File: src/rtl/control_sequencer_if.sv
// Control-sequencer / datapath bundle: IR and flags in, control vector and immediate out.
interface control_sequencer_if;
   logic [31:0] instruction_reg_out;
   logic [4:0]  alu_status;
   logic [36:0] control_word;
   logic [63:0] constant;
   logic [2:0]  state;
   logic        halted;
   logic        illegal;

   modport master (
      input  instruction_reg_out, alu_status,
      output control_word, constant, state, halted, illegal
   );

   modport slave (
      output instruction_reg_out, alu_status,
      input  control_word, constant, state, halted, illegal
   );
endinterface

File: src/rtl/control_sequencer.sv
// Multi-cycle instruction sequencer driving a datapath/memory control word.
// Optional macro CTRL_ILLEGAL_TRAP_EN: class-111 instructions trap to HALT with a sticky illegal flag.
module control_sequencer #(
   parameter int unsigned MEM_WAIT = 1
) (
   input  logic               clock,
   input  logic               reset,
   control_sequencer_if.master bus
);

   typedef enum logic [2:0] {
      ST_RST    = 3'd0,
      ST_FETCH  = 3'd1,
      ST_DECODE = 3'd2,
      ST_EXEC   = 3'd3,
      ST_MEM    = 3'd4,
      ST_HALT   = 3'd5
   } state_e;

   typedef enum logic [2:0] {
      C_ALU_REG = 3'd0,
      C_ALU_IMM = 3'd1,
      C_LOAD    = 3'd2,
      C_STORE   = 3'd3,
      C_B       = 3'd4,
      C_BZ      = 3'd5,
      C_HALT    = 3'd6,
      C_ILLEGAL = 3'd7
   } class_e;

   localparam logic [3:0] WAIT_LAST = 4'(MEM_WAIT);

   state_e      state_q;
   logic [3:0]  wait_q;
   class_e      ir_class;
   logic        last_wait;
   logic [4:0]  ir_fs, ir_rm, ir_rn, ir_rd;
   logic [63:0] imm_ext, br_off, ir_const;
   logic        unused_flags;

   assign ir_class  = class_e'(bus.instruction_reg_out[31:29]);
   assign ir_fs     = bus.instruction_reg_out[28:24];
   assign ir_rm     = bus.instruction_reg_out[14:10];
   assign ir_rn     = bus.instruction_reg_out[9:5];
   assign ir_rd     = bus.instruction_reg_out[4:0];
   assign imm_ext   = {{55{bus.instruction_reg_out[23]}}, bus.instruction_reg_out[23:15]};
   assign br_off    = {{38{bus.instruction_reg_out[28]}}, bus.instruction_reg_out[28:5], 2'b00};
   assign last_wait = (wait_q == WAIT_LAST);
   assign unused_flags = &{1'b0, bus.alu_status[4:1]};

`ifdef CTRL_ILLEGAL_TRAP_EN
   logic illegal_q;
`endif

   always_ff @(posedge clock) begin
      if (reset) begin
         state_q   <= ST_RST;
         wait_q    <= '0;
`ifdef CTRL_ILLEGAL_TRAP_EN
         illegal_q <= 1'b0;
`endif
      end else begin
         unique case (state_q)
            ST_RST: begin
               state_q <= ST_FETCH;
               wait_q  <= '0;
            end
            // FETCH and MEM share the wait counter; it clears whenever either is left
            ST_FETCH, ST_MEM: begin
               if (last_wait) begin
                  state_q <= (state_q == ST_FETCH) ? ST_DECODE : ST_FETCH;
                  wait_q  <= '0;
               end else begin
                  wait_q  <= wait_q + 4'd1;
               end
            end
            ST_DECODE: begin
               wait_q <= '0;
               case (ir_class)
                  C_HALT:    state_q <= ST_HALT;
                  C_ILLEGAL: begin
`ifdef CTRL_ILLEGAL_TRAP_EN
                     illegal_q <= 1'b1;
                     state_q   <= ST_HALT;
`else
                     state_q   <= ST_FETCH;
`endif
                  end
                  default:   state_q <= ST_EXEC;
               endcase
            end
            ST_EXEC: begin
               wait_q  <= '0;
               state_q <= (ir_class == C_LOAD || ir_class == C_STORE) ? ST_MEM : ST_FETCH;
            end
            ST_HALT: begin
               wait_q  <= '0;
               state_q <= ST_HALT;
            end
            default: begin
               wait_q  <= '0;
               state_q <= ST_RST;
            end
         endcase
      end
   end

   logic [4:0] da, sa, sb, fs;
   logic [1:0] pc_sel, size;
   logic       reg_write, b_sel, mem_read, mem_write, ir_load, addr_sel, data_sel, status_load;

   always_comb begin
      da          = '0;
      sa          = '0;
      sb          = '0;
      fs          = '0;
      pc_sel      = 2'b00;
      size        = 2'b00;
      reg_write   = 1'b0;
      b_sel       = 1'b0;
      mem_read    = 1'b0;
      mem_write   = 1'b0;
      ir_load     = 1'b0;
      addr_sel    = 1'b0;
      data_sel    = 1'b0;
      status_load = 1'b0;
      unique case (state_q)
         ST_FETCH: begin
            mem_read = 1'b1;
            size     = 2'b11;
            if (last_wait) begin
               ir_load = 1'b1;
               pc_sel  = 2'b01;
            end
         end
         ST_EXEC: begin
            case (ir_class)
               C_ALU_REG, C_ALU_IMM: begin
                  da          = ir_rd;
                  sa          = ir_rn;
                  sb          = ir_rm;
                  fs          = ir_fs;
                  reg_write   = 1'b1;
                  status_load = 1'b1;
                  b_sel       = (ir_class == C_ALU_IMM);
               end
               C_B:     pc_sel = 2'b10;
               C_BZ:    pc_sel = bus.alu_status[0] ? 2'b10 : 2'b00;
               default: ;
            endcase
         end
         // Address is Rn + sext(imm9) through the ALU add; store data rides on SB
         ST_MEM: begin
            sa       = ir_rn;
            b_sel    = 1'b1;
            addr_sel = 1'b1;
            size     = 2'b11;
            if (ir_class == C_STORE) begin
               sb        = ir_rd;
               mem_write = 1'b1;
            end else begin
               da        = ir_rd;
               mem_read  = 1'b1;
               data_sel  = 1'b1;
               reg_write = last_wait;
            end
         end
         default: ;
      endcase
   end

   always_comb begin
      case (ir_class)
         C_ALU_IMM, C_LOAD, C_STORE: ir_const = imm_ext;
         C_B, C_BZ:                  ir_const = br_off;
         default:                    ir_const = '0;
      endcase
   end

   assign bus.control_word = {5'b0, status_load, data_sel, addr_sel, ir_load, mem_write,
                              mem_read, size, pc_sel, b_sel, reg_write, fs, sb, sa, da};
   assign bus.constant     = (state_q == ST_DECODE || state_q == ST_EXEC || state_q == ST_MEM)
                             ? ir_const : '0;
   assign bus.state        = state_q;
   assign bus.halted       = (state_q == ST_HALT);
`ifdef CTRL_ILLEGAL_TRAP_EN
   assign bus.illegal      = illegal_q;
`else
   assign bus.illegal      = 1'b0;
`endif

endmodule

File: src/flat_wrapper.sv
// flat-port wrapper written by rule: the top's interface ports become plain ports
module control_sequencer_flat 
#(
   parameter int unsigned MEM_WAIT = 1
)
  (clock, reset, bus_instruction_reg_out, bus_alu_status, bus_control_word, bus_constant, bus_state, bus_halted, bus_illegal);
  control_sequencer_if bus_i ();
  input  logic clock;
  input  logic reset;
  input wire logic [$bits(bus_i.instruction_reg_out)-1:0] bus_instruction_reg_out;
  input wire logic [$bits(bus_i.alu_status)-1:0] bus_alu_status;
  output wire logic [$bits(bus_i.control_word)-1:0] bus_control_word;
  output wire logic [$bits(bus_i.constant)-1:0] bus_constant;
  output wire logic [$bits(bus_i.state)-1:0] bus_state;
  output wire logic [$bits(bus_i.halted)-1:0] bus_halted;
  output wire logic [$bits(bus_i.illegal)-1:0] bus_illegal;
  assign bus_i.instruction_reg_out = bus_instruction_reg_out;
  assign bus_i.alu_status = bus_alu_status;
  assign bus_control_word = bus_i.control_word;
  assign bus_constant = bus_i.constant;
  assign bus_state = bus_i.state;
  assign bus_halted = bus_i.halted;
  assign bus_illegal = bus_i.illegal;
  control_sequencer #(.MEM_WAIT(MEM_WAIT)) u_core (.clock(clock), .reset(reset), .bus(bus_i));
endmodule
File: config.mk
export PLATFORM = sky130hd
export DESIGN_NAME = control_sequencer_flat
export DESIGN_NICKNAME = d
export VERILOG_FILES = /design/src/rtl/control_sequencer_if.sv /design/src/rtl/control_sequencer.sv /design/src/flat_wrapper.sv
export SDC_FILE = /design/constraint.sdc
export NUM_CORES = 1
export LEC_CHECK = 0
export CAP_MARGIN = 15
export CELL_PAD_IN_SITES_DETAIL_PLACEMENT = 0
export CELL_PAD_IN_SITES_GLOBAL_PLACEMENT = 1
export CORE_MARGIN = 1.5
export CORE_UTILIZATION = 29
export CTS_CLUSTER_DIAMETER = 100
export DETAILED_ROUTE_END_ITERATION = 16
export DONT_BUFFER_PORTS = 1
export PLACE_DENSITY_LB_ADDON = 0.1
export SYNTH_ARGS = -nofsm -noshare
export SYNTH_HDL_FRONTEND = slang
export SYNTH_SLANG_ARGS = --single-unit
File: constraint.sdc
create_clock -name clock -period 4.8 [get_ports clock]
set_input_delay 0.48 -clock clock [delete_from_list [all_inputs] [get_ports clock]]
set_output_delay 0.48 -clock clock [all_outputs]
set_load 0.02 [all_outputs]
==> flow_metrics.env <==
export IMPL_most_common_layout_cells="26 x nand2_1, 19 x a21oi_2, 8 x and2_1, 7 x nand3_1, 7 x dfxtp_1"
export IMPL_power_uw=222
export IMPL_syn_area_um2=1540
export IMPL_p_leak_nw=0.415
export IMPL_swShare=0.389
export IMPL_cp_required_ns=4.32
export IMPL_stdcell_count=221
export IMPL_async_reset_ff_frac=0
export IMPL_die_area_um2=5770
export IMPL_pwr_share_seq=0.302
export IMPL_startpoint_type="flop"
export IMPL_finalCriticalPeriod_ns=3.36
export IMPL_combPwrFrac=0.326
export IMPL_crit_arrival_ns=2.88
export IMPL_hold_class="in2reg"
export IMPL_place_gp_congestion=0.738
export IMPL_slew_viol_final=0
export IMPL_rrSetupSlack_ns=2.88
export IMPL_ant_nets=0
export IMPL_worst_slack_ns=1.44
export IMPL_wl_per_cell_um=18.3
export IMPL_regToRegEndpoint="u_core.wait_q[3]$_SDFF_PP0_"
export IMPL_post_cts_buffers=0
export IMPL_clock_latency_ns=0.23
export IMPL_crit_family="buffers and inverters"
export IMPL_fp_coreArea_um2=5110
export IMPL_synthDistinctLibCells=45
export IMPL_finalClockSkew_ns=0.00495
export IMPL_drtPass1Iterations=4
export IMPL_tightest_slew_ns=0.891
export IMPL_finalSetupViolCount=0
export IMPL_finalHoldViolCount=0
export IMPL_slew_limit_headroom=0.403
export IMPL_clkTransAtPathRegs_ns=0.04
export IMPL_drt_vias_per_instance=5.16
export IMPL_vdd_ir_drop_max_mv=0.120
export IMPL_layout_commonest_cell="nand2_1"
export IMPL_post_place_ws_ns=1.68
export IMPL_rsz0062_at_grt="no"
export IMPL_grt_use_total=0.133
export IMPL_fin_hold_ws_ns=0.323
export IMPL_dp_hpwl_um=3270
export IMPL_grt_max_degree=31
export IMPL_placementRows=26
export IMPL_dieHeight_um=75.9
export IMPL_fmax_ghz=0.298
export IMPL_diodes=0
export IMPL_io_pins=145
export IMPL_critPathCaptureType="output pin"
export IMPL_drt_iter0_markers=27
export IMPL_drv_cap=0
export IMPL_worstPathCellList="or3b_4, clkinv_4, nor2_4, buf_4, a21oi_4, buf_12, buf_12"
export IMPL_initial_core_util=0.302
export IMPL_die_w_um=75.9
export IMPL_cp_common_cell="buf_12"
export IMPL_cts_hold_buf=0
export IMPL_syn2layout_area_growth_pct=-17.2
export IMPL_yosysWarningCount=0
export IMPL_netSwitchingPower_uw=86.6
export IMPL_syn_inst=204
export IMPL_drcViolationCount=0
export IMPL_final_layout_size_suffix_gt1_frac=0.252
export IMPL_cts_sinks=7
export IMPL_period_share=0.700
export IMPL_p_per_area_nw_per_um2=174
export IMPL_totalWireLength_um=4040
export IMPL_path_max_fanout=30
export IMPL_post_cts_resized=0
export IMPL_cts_max_path_buffers=2
export IMPL_cts_root_buf="clkbuf_8"
export IMPL_route_vias_total=1141
export IMPL_synth_seq_cells=7
export IMPL_synth_ff_type="dfxtp_1"
export IMPL_r2r_cells=3
export IMPL_r2r_start="u_core.bus.state[0]$_SDFFE_PP0P_"
export IMPL_p_int_uw=136
export IMPL_hp_start="reset"
export IMPL_slowest_stage="dfxtp_1"
export IMPL_critPathBufInv=4
export IMPL_htree_levels=1
export IMPL_setup_tns_ns=0
export IMPL_whs_path_depth=1
export IMPL_final_fill_count=590
export IMPL_portBuffers=0
export IMPL_seq_area_frac_synth=0.0908
export IMPL_whs_endpoint="u_core.bus.state[2]$_SDFFE_PP0P_"
export IMPL_p_clk_frac=0.372
export IMPL_placedCellCount=217
export IMPL_cts_tree="yes"
export IMPL_grt_pass1_wl_um=6250
export IMPL_grt_overflow_total=0
export IMPL_status="finished, final reports clean"
export IMPL_crit_type="reg2out"
export IMPL_synth_edf_count=0
export IMPL_fin_nets=193
export IMPL_slowest_delay_ns=0.61
export IMPL_grt_pass1_vias=1137
export IMPL_cts_made_buffers=3
export IMPL_synth_avg_cell_area_um2=7.56
export IMPL_antenna_found_initial=0
## synth_stat cells (all sizes together) (2+ instances only)
master  count  area [µm²]
a211oi      2        15.0
a21o        2        15.0
a21oi      25         196
a22o        5        43.8
and2        8        50.1
and4        5        43.8
buf        63         470
clkbuf      2        7.51
clkinv      2        12.5
dfxtp       7         140
ha          2        25.0
inv         2        7.51
nand2      26        97.6
nand2b      3        18.8
nand3       8        45.0
nand3b      4        30.0
nor2        5        36.3
nor2b       4        25.0
nor3        3        26.3
nor3b       2        15.0
nor4b       2        47.6
o21a        5        37.5
o21ai       3        15.0
or3b        2        20.0
xor2        2        17.5
## layout make-up
| type | instances | area (µm²) | area share |
|---|---|---|---|
| Multi-Input combinational cell | 133 | 937 | 0.734 |
| Sequential cell | 7 | 140 | 0.110 |
| Tap cell | 70 | 87.6 | 0.0686 |
| Timing Repair Buffer | 3 | 47.5 | 0.0372 |
| Inverter | 4 | 20.0 | 0.0157 |
| Clock buffer | 4 | 45.0 | 0.0353 |
## how the worst max path moves through the flow
stage | start | depth (start not counted) | slack (ns) | endpoint
final | u_core.bus.state[2]$_SDFFE_PP0P_ | 7 | 1.44 | bus_constant[28]
after CTS | u_core.bus.state[2]$_SDFFE_PP0P_ | 7 | 1.44 | bus_constant[28]
after floorplan | u_core.bus.state[2]$_SDFFE_PP0P_ | 5 | 1.10 | bus_constant[26]
after global placement | u_core.bus.state[2]$_SDFFE_PP0P_ | 7 | 1.71 | bus_constant[28]
after global routing | u_core.bus.state[2]$_SDFFE_PP0P_ | 7 | 1.32 | bus_constant[32]
after detailed placement | u_core.bus.state[2]$_SDFFE_PP0P_ | 7 | 1.68 | bus_constant[28]
## cells by family (layout without fill, tap and decap cells)
group	after synthesis	count (layout)	share of synthesized area
AND/OR/NAND/NOR	76	76	0.317
buffers and inverters	69	11	0.323
AO/OA/AOI/OAI	47	47	0.239
flip-flops	7	7	0.0908
adder cells (fa/ha/maj)	2	2	0.0162
XOR/XNOR	2	2	0.0114
other	1	6	0.00243
## flip-flops by register name (all words and copies together) (netlist names)
register          count
u_core.wait_q         4
u_core.bus.state      3
## through the flow
step                utilization  instance area [µm²]
global placement          0.241                 1230
detailed placement        0.241                 1230
global route              0.250                 1280
finish                    0.250                 1280
floorplan                     -                 1560
CTS                       0.250                 1280
## power by group through the flow
stage	clock, mW	combinational [mW]	sequential [mW]
2_1_floorplan	0	0.0871	0.0651
3_3_place_gp	0	0.0731	0.0680
3_5_place_dp	0	0.0733	0.0680
4_1_cts	0.0846	0.0735	0.0671
5_1_grt	0.0893	0.0788	0.0678
6_report	0.0828	0.0725	0.0671
## per-layer routing
metal,up-vias,GRT usage,wire length (µm)
met3,2,0.0542,395
met5,-,0,0
met1,529,0.134,1540
li1,532,-,-
met2,78,0.260,2080
met4,0,0.0167,12
(Power assumes the default switching activity.)
